## config.mk

```make
export PLATFORM = sky130hd
export DESIGN_NAME = direct_mapped_cache
export DESIGN_NICKNAME = d
export VERILOG_FILES = /design/src/rtl/direct_mapped_cache_pkg.sv /design/src/rtl/direct_mapped_cache_store.sv /design/src/rtl/direct_mapped_cache.sv
export SDC_FILE = /design/constraint.sdc
export NUM_CORES = 1
export LEC_CHECK = 0
export ABC_CLOCK_PERIOD_IN_PS = 7600
export CORE_MARGIN = 2
export CORE_UTILIZATION = 34
export DETAILED_ROUTE_END_ITERATION = 8
export GPL_TIMING_DRIVEN = 0
export REMOVE_ABC_BUFFERS = 1
export SLEW_MARGIN = 20
export SYNTH_ARGS = -nofsm -noshare
export SYNTH_HDL_FRONTEND = slang
export SYNTH_SLANG_ARGS = --single-unit
export TNS_END_PERCENT = 100
```

## constraint.sdc

```tcl
create_clock -name clk -period 7.6 [get_ports clk]
set_input_delay 1.52 -clock clk [delete_from_list [all_inputs] [get_ports clk]]
set_output_delay 1.52 -clock clk [all_outputs]
set_load 0.1 [all_outputs]
```

## src/rtl/direct_mapped_cache_pkg.sv

```systemverilog
// Shared widths, line-record layout and address split for the default cache geometry.
package direct_mapped_cache_pkg;
    localparam int DEF_BLOCK_SIZE = 4;
    localparam int DEF_BLOCKS     = 2;
    localparam int DEF_LINES      = 4;
    localparam int DEF_ADDR_SIZE  = 16;

    localparam int OFFSET    = $clog2(DEF_BLOCKS);
    localparam int INDEX     = $clog2(DEF_LINES);
    localparam int TAG       = DEF_ADDR_SIZE - OFFSET - INDEX;
    localparam int DATA_W    = DEF_BLOCKS * DEF_BLOCK_SIZE;
    localparam int LINE_W    = 2 + TAG + DATA_W;
    localparam int DIRTY_BIT = LINE_W - 1;
    localparam int VALID_BIT = LINE_W - 2;
    localparam int TAG_LSB   = DATA_W;

    typedef struct packed {
        logic              dirty;
        logic              valid;
        logic [TAG-1:0]    tag;
        logic [DATA_W-1:0] data;
    } line_t;

    typedef struct packed {
        logic [TAG-1:0]    tag;
        logic [INDEX-1:0]  index;
        logic [OFFSET-1:0] offset;
    } addr_t;

    function automatic addr_t split_addr(input logic [DEF_ADDR_SIZE-1:0] a);
        return addr_t'(a);
    endfunction
endpackage

```

## src/rtl/direct_mapped_cache_store.sv

```systemverilog
// Line array for the cache: one write port, combinational read, async clear.
module direct_mapped_cache_store #(
    parameter  int LINE_W = 23,
    parameter  int LINES  = 4,
    localparam int IDX_W  = $clog2(LINES)
) (
    input  logic              clk,
    input  logic              rst_n,
    input  logic              we_i,
    input  logic [IDX_W-1:0]  idx_i,
    input  logic [LINE_W-1:0] wline_i,
    output logic [LINE_W-1:0] rline_o
);
    logic [LINES-1:0][LINE_W-1:0] mem_q;

    always_ff @(posedge clk or negedge rst_n) begin
        if (!rst_n)    mem_q <= '0;
        else if (we_i) mem_q[idx_i] <= wline_i;
    end

    assign rline_o = mem_q[idx_i];
endmodule

```

## src/rtl/direct_mapped_cache.sv

```systemverilog
// Direct-mapped block cache: block read/write plus full-line fill, registered hit/miss/data.
module direct_mapped_cache
    import direct_mapped_cache_pkg::*;
#(
    parameter int BLOCK_SIZE             = DEF_BLOCK_SIZE,
    parameter int NUM_OF_BLOCKS_PER_LINE = DEF_BLOCKS,
    parameter int NUM_OF_CACHE_LINES     = DEF_LINES,
    parameter int ADDRESS_SIZE           = DEF_ADDR_SIZE
) (
    input  logic                                     clk,
    input  logic                                     rst_n,
    input  logic                                     read,
    input  logic                                     write,
    input  logic                                     write_line,
    input  logic [ADDRESS_SIZE-1:0]                  address,
    input  logic [BLOCK_SIZE-1:0]                    data_i,
    input  logic [NUM_OF_BLOCKS_PER_LINE*BLOCK_SIZE-1:0] line_i,
    output logic [BLOCK_SIZE-1:0]                    data_o,
    output logic                                     hit,
    output logic                                     miss
);
    localparam int OFF_W  = $clog2(NUM_OF_BLOCKS_PER_LINE);
    localparam int IDX_W  = $clog2(NUM_OF_CACHE_LINES);
    localparam int TAG_W  = ADDRESS_SIZE - OFF_W - IDX_W;
    localparam int DAT_W  = NUM_OF_BLOCKS_PER_LINE * BLOCK_SIZE;
    localparam int LN_W   = 2 + TAG_W + DAT_W;

    typedef struct packed {
        logic             dirty;
        logic             valid;
        logic [TAG_W-1:0] tag;
        logic [DAT_W-1:0] data;
    } cline_t;

    logic [OFF_W-1:0] a_off;
    logic [IDX_W-1:0] a_idx;
    logic [TAG_W-1:0] a_tag;
    assign {a_tag, a_idx, a_off} = address;

    cline_t rline, wline;
    logic   we, match;
    logic   hit_q, hit_d, miss_q, miss_d;
    logic [BLOCK_SIZE-1:0] data_q, data_d;

    direct_mapped_cache_store #(.LINE_W(LN_W), .LINES(NUM_OF_CACHE_LINES)) u_store (
        .clk    (clk),
        .rst_n  (rst_n),
        .we_i   (we),
        .idx_i  (a_idx),
        .wline_i(wline),
        .rline_o(rline)
    );

    assign match = rline.valid && (rline.tag == a_tag);

    // One request per edge: fill beats write beats read; outputs hold when idle.
    always_comb begin
        wline  = rline;
        we     = 1'b0;
        hit_d  = hit_q;
        miss_d = miss_q;
        data_d = data_q;
        if (write_line) begin
            we     = 1'b1;
            wline  = '{dirty: 1'b0, valid: 1'b1, tag: a_tag, data: line_i};
            hit_d  = 1'b1;
            miss_d = 1'b0;
        end else if (write) begin
            hit_d  = match;
            miss_d = !match;
            if (match) begin
                we = 1'b1;
                wline.dirty = 1'b1;
                wline.data[a_off*BLOCK_SIZE +: BLOCK_SIZE] = data_i;
            end
        end else if (read) begin
            hit_d  = match;
            miss_d = !match;
            data_d = match ? rline.data[a_off*BLOCK_SIZE +: BLOCK_SIZE] : '0;
        end
    end

    always_ff @(posedge clk or negedge rst_n) begin
        if (!rst_n) begin
            hit_q  <= 1'b0;
            miss_q <= 1'b0;
            data_q <= '0;
        end else begin
            hit_q  <= hit_d;
            miss_q <= miss_d;
            data_q <= data_d;
        end
    end

    assign hit    = hit_q;
    assign miss   = miss_q;
    assign data_o = data_q;
endmodule

```

# Yosys cells after proc, flatten, opt, wreduce, memory -nomap -nowiden
# Cells that the tools add are included.
# op_classes
add_sub_neg	1
magnitude_cmp	2
eq_ne	1
shift	3
n_mux	23
bitwise	2
reduce_logical	5
# op_table
cell	n
92-bit bitwise mux	1
23-bit binary-select mux with 2-bit select	1
23-bit demux with 2-bit select	1
23-bit 2-to-1 mux	2
3-bit negation with 34-bit output	1
4-bit by 34-bit variable shift with 8-bit output, first input constant	1
4-bit by 34-bit indexed part select with 8-bit output	1
8-bit 2-to-1 mux	3
14-bit 2-to-1 mux	1
13-bit == test	1
1-bit 2-to-1 mux	12
8-bit bitwise mux	1
8-bit by 4-bit indexed part select with 4-bit output	1
4-bit 2-to-1 mux	1
2-bit by 3-bit < comparator with 1-bit output, second input constant	1
3-bit AND reduction	1
3-bit nonzero test	1
2-bit by 1-bit >= comparator with 1-bit output, second input constant	1
1-bit logical AND	2
1-bit NOT	2
1-bit logical NOT	1
# totals
regBits	98
input_bits	33

# Depth between registers and ports, before layout
# Gate-level depths: netlist (run 1).
# logic_depth
word_depth	8
ltp_mapped	12
depth_no_buf	7

# Modules after synthesis
# Synthesis (run 1) repeated with hierarchy kept, for this count alone.
# hier_totals
cells_unflattened	357
hier_area_um2	4956.0
# modules_own_cells
module	n_inst	cells_each	area_per_inst_um2
direct_mapped_cache_store	1	225	4002.6
direct_mapped_cache	1	132	953.4

# Worst setup path before layout (run 1)
# OpenSTA, ideal clock, no wires.
# synth_timing
kind	input-to-reg
start	input port address[2]
end	register u_store.mem_q[10] (netlist bit)
setup_time_ns	0.125
t_arrival_ns	4.094
required_ns	7.475
path_slack_ns	3.381
path_stages	12
n_path_buf	5
path_cell_list	buf_2 buf_2 mux2i_1 o32ai_1 a211oi_1 and2_1 buf_1 a41oi_4 or3_1 buf_6 buf_12 mux2_4
# synth_via
elab_chain_cells	7
elab_cells_between_ends	14
# synth_rtl
item	line_no	rtl
start: declaration	direct_mapped_cache.sv:15	input logic [ADDRESS_SIZE-1:0] address,
23-bit binary-select mux with 2-bit select	direct_mapped_cache_store.sv:21	assign rline_o = mem_q[idx_i];
23-bit 2-to-1 mux (implied by the code)	direct_mapped_cache_store.sv:21	
13-bit == test	direct_mapped_cache.sv:54	assign match = rline.valid && (rline.tag == a_tag);
1-bit logical AND	direct_mapped_cache.sv:54	
1-bit 2-to-1 mux	direct_mapped_cache.sv:71	if (match) begin
1-bit 2-to-1 mux	direct_mapped_cache.sv:68	end else if (write) begin
1-bit 2-to-1 mux	direct_mapped_cache.sv:63	if (write_line) begin
end signal: indexed assignment	direct_mapped_cache_store.sv:18	else if (we_i) mem_q[idx_i] <= wline_i;
end: declaration	direct_mapped_cache_store.sv:14	logic [LINES-1:0][LINE_W-1:0] mem_q;
# Several ways; a longest one is shown, not always the timed one. The select of a mux whose other input is x is not followed.
# A chain may end at the register's enable or synchronous reset.

# Worst setup path in the final report (run 1)
# layout_timing
start	input port address[1]
end	register u_store.mem_q[24] (netlist bit)
# layout_via
elab_chain_cells	8
elab_cells_between_ends	17
# layout_rtl
item	line_no
23-bit binary-select mux with 2-bit select	direct_mapped_cache_store.sv:21
23-bit 2-to-1 mux (implied by the code)	direct_mapped_cache_store.sv:21
13-bit == test	direct_mapped_cache.sv:54
1-bit logical AND	direct_mapped_cache.sv:54
8-bit 2-to-1 mux	direct_mapped_cache.sv:71
8-bit 2-to-1 mux	direct_mapped_cache.sv:68
8-bit 2-to-1 mux	direct_mapped_cache.sv:63
92-bit bitwise mux	direct_mapped_cache_store.sv:18
# Several ways; a longest one is shown, not always the timed one. The select of a mux whose other input is x is not followed.

==> flow_summary_export.csv, run 1 <==
group,metric,value,unit
clocking,clk-insertion-delay-late,0.34,ns
global_routing,grt.total_usage,14.43,%
outcome,status,"finished, final reports clean",
clocking,cts_root_buffer,"clkbuf_16",
logic_synthesis,synthDistinctLibCells,41,
global_routing,grt_max_degree,56,
logic_synthesis,synth_top_cell_area_share,47.08,%
setup_path,required,7.83,ns
timing,maxSlewViolCount,0,
final_layout,post-route-util,41.40,%
timing,relSlewSlack,34.91,%
detailed_routing,drc,0,
place,place.detailed.hpwl,7148,um
setup_path,r2r_slack,3.94,ns
timing,fin_crit_sh,66.87,%
timing,hold_viol,0,
global_routing,grt_overflow_total,0,
floorplanning,rows,44,
timing,hold_ws,0.4717,ns
floorplanning,die_y,125.2,um
detailed_routing,via_per_inst,5.223,
logic_synthesis,synth_warnings,0,
setup_path,criticalPathCategory,"input port to flop",
floorplanning,pin_count,39,
place,gp_congestion,0.7566,
floorplanning,start_util,34.64,%
logic_synthesis,synth-edff-count,0,
detailed_routing,routed_wl,10560,um
clocking,cts_tree,"done",
floorplanning,die_w,125.2,um
global_routing,antenna_found_initial,0,
setup_path,cp-end-kind,"flop",
logic_synthesis,synthCells,369,
detailed_routing,dr_wl_met3,403,um
min_path,hold_depth,1,
pwr,power-per-cell-area,282.7,nW/um^2
detailed_routing,wl_met2,4807,um
floorplanning,dieArea,15680,um^2
final_layout,final_nets,435,
detailed_routing,antenna_left,0,
global_routing,grt_pass1_vias,3380,
detailed_routing,dr.max_layer_used,"met4",
detailed_routing,firstDrtPassIters,4,
timing,clock_skew,0.004521,ns
logic_synthesis,yosysSeqAreaShare,47.08,%
setup_path,critPathLaunch,"address[1]",
clocking,post_cts_resized,0,
timing,final-setup-viol-count,0,
clocking,hold_buffers,0,
setup_path,critPathArrivalTime,5.31,ns
logic_synthesis,avgSynthCellArea,13.54,um^2
place,numPortBuffers,38,
detailed_routing,vias,3087,
min_path,hp-class,"flop to flop",
detailed_routing,met1Wirelength,5181,um
logic_synthesis,syn_area,4996,um^2
pwr,p_leak,2.441,nW
clocking,cts_buffer_depth,2,
detailed_routing,drt-initial-drc-count,227,
clocking,cts_max_level,3,
logic_synthesis,synth-main-ff-cell,"dfrtp_1",
clocking,clock-sinks,94,
setup_path,r2r-start,"u_store.mem_q[39]$_DFFE_PN0P_",
clocking,post_cts_buffers,0,
timing,worst_pin_slew,0.9734,ns
final_layout,drive_gt1_share,35.63,%
floorplanning,core_area,14420,um^2
logic_synthesis,synth.largest_area_cell,"dfrtp_1",
clocking,cts-buffers-inserted,9,
pwr,ir_drop,0.1086,mV
final_layout,n_antenna_cell,0,
detailed_routing,wl_per_cell,17.87,um
setup_path,start_kind,"input port",
flow_run,drv_cap,0,
final_layout,area_delta_synth_final,19.53,%
setup_path,r2r_cells,8,
global_routing,grt_first_pass_wirelength,17890,um
min_path,worst_hold_startpoint,"u_store.mem_q[44]$_DFFE_PN0P_",
timing,fin_crit,5.082,ns
setup_path,crit_fanout,30,
logic_synthesis,ys_ff_latch,94,
clocking,path_clk_slew,0.06,ns
logic_synthesis,async_flop_share,100.0,%
timing,rsz0062_at_grt,"no",
final_layout,n_fill_cell,1355,
setup_path,reg2reg_to,"u_store.mem_q[24]$_DFFE_PN0P_",
setup_path,crit_end,"u_store.mem_q[24]$_DFFE_PN0P_",
logic_synthesis,netlist_top_cells_area,"dfrtp_1, mux2_2, mux2_4",
timing,fmax,196.8,MHz
[per-stage QoR]
stage	TNS (ns)	area (um^2)	setup slack (ns)	std cells	total power, mW
5_1_grt	0	5972	2.290	591	1.786
2_1_floorplan	0	4845	2.883	344	1.068
3_5_place_dp	0	5639	2.086	575	1.205
6_report	0	5972	2.518	591	1.688
3_3_place_gp	-16.86	5455	-0.3334	566	1.174
4_1_cts	0	5963	2.456	591	1.703
[power by group]
group          switching, mW  total (mW)  leakage (nW)  internal, mW
combinational          0.197       0.470          1.18         0.273
sequential            0.0752       0.729          1.11         0.654
clock                  0.193       0.489         0.154         0.296
[cell families after synthesis]
| kind of cell | after synthesis | synth area share [%] |
|---|---|---|
| xor+xnor | 15 | 2.630 |
| buf+inv | 27 | 3.181 |
| mux | 126 | 33.56 |
| flops | 94 | 47.08 |
| compound gates | 47 | 6.988 |
| simple gates | 60 | 6.561 |
[flip-flops by register name, summed over array words and instances, names as in the netlist]
name,cells
data_o,4
hit,1
miss,1
u_store.mem_q,88
[Yosys cell counts (all sizes together), types with 6 or more instances]
master / count
nor2b: 9
xnor2: 8
mux2i: 13
nand2: 20
nor2: 6
clkbuf: 10
mux4: 16
a41oi: 9
mux2: 97
buf: 15
dfrtp: 94
xor2: 7
a21oi: 9
o21ai: 14
[area by class of cell]
| class | instances | area [um^2] | share of cell area [%] |
|---|---|---|---|
| multi-input combinational | 248 | 2515 | 42.11 |
| sequential | 94 | 2352 | 39.39 |
| timing repair buffer | 47 | 543.0 | 9.093 |
| clock buffer | 10 | 239.0 | 4.002 |
| tap | 184 | 230.2 | 3.855 |
| clock inverter | 6 | 85.08 | 1.425 |
| inverter | 2 | 7.507 | 0.1257 |
[worst min path at each step]
stage                     slack, ns                            end
after global placement         0.45  u_store.mem_q[21]$_DFFE_PN0P_
after detailed placement       0.45  u_store.mem_q[21]$_DFFE_PN0P_
after floorplan                0.43  u_store.mem_q[21]$_DFFE_PN0P_
after CTS                      0.47  u_store.mem_q[21]$_DFFE_PN0P_
after global routing           0.48  u_store.mem_q[44]$_DFFE_PN0P_
final                          0.47  u_store.mem_q[44]$_DFFE_PN0P_
[routing by layer]
| layer | track usage (%) | vias up |
|---|---|---|
| met5 | 0 | - |
| met4 | 5.229 | 0 |
| met3 | 3.081 | 17 |
| met2 | 22.03 | 50 |
| met1 | 20.34 | 1589 |
| li1 | - | 1431 |
[critical path: stages]
cell and delay, ns:
buf_2 0.27, buf_12 0.25, mux4_1 0.61, xnor2_1 0.22
nand4_1 0.23, a211oi_4 0.56, a41oi_4 0.29, nor3b_4 0.72
buf_8 0.26, mux2_2 0.35
[cells in the final DEF, fill, tap and decap left out, types with 5 or more instances in the layout]
| master | netlist | final |
|---|---|---|
| a21oi_1 | 9 | 9 |
| nand2_1 | 20 | 20 |
| mux2i_1 | 13 | 13 |
| nor2_1 | 6 | 5 |
| xnor2_1 | 8 | 8 |
| dfrtp_1 | 94 | 94 |
| clkbuf_16 | 0 | 9 |
| mux2_4 | 19 | 19 |
| mux2_2 | 75 | 75 |
| o21ai_0 | 14 | 14 |
| nor2b_1 | 9 | 9 |
| mux4_1 | 6 | 6 |
| clkdlybuf4s50_1 | 0 | 34 |
| xor2_1 | 7 | 7 |
| a41oi_1 | 8 | 8 |
| mux4_2 | 10 | 10 |
Power figures use the tool's default switching activity.
==> run 2, diff against run 1 <==
--- a/config.mk
+++ b/config.mk
@@ -5,7 +5,7 @@
 export SDC_FILE = /design/constraint.sdc
 export NUM_CORES = 1
 export LEC_CHECK = 0
-export ABC_CLOCK_PERIOD_IN_PS = 7600
+export ABC_CLOCK_PERIOD_IN_PS = 4900
 export CORE_MARGIN = 2
 export CORE_UTILIZATION = 34
 export DETAILED_ROUTE_END_ITERATION = 8
==> constraint.sdc (replaced) <==
create_clock -name clk -period 4.9 [get_ports clk]
set_input_delay 0.98 -clock clk [delete_from_list [all_inputs] [get_ports clk]]
set_output_delay 0.98 -clock clk [all_outputs]
set_load 0.1 [all_outputs]
==> results of run 2 <==
The final DEF is identical to that of run 1. Status: finished, final reports clean.
Main changes from that run: setup slack after placement 2.086 ns -> -0.07448 ns; setup slack after layout 2.518 ns -> 0.3581 ns; register-to-register setup slack 3.94 ns -> 1.24 ns; total power 1.688 mW -> 2.619 mW; worst IR drop on VDD 0.1086 mV -> 0.1684 mV
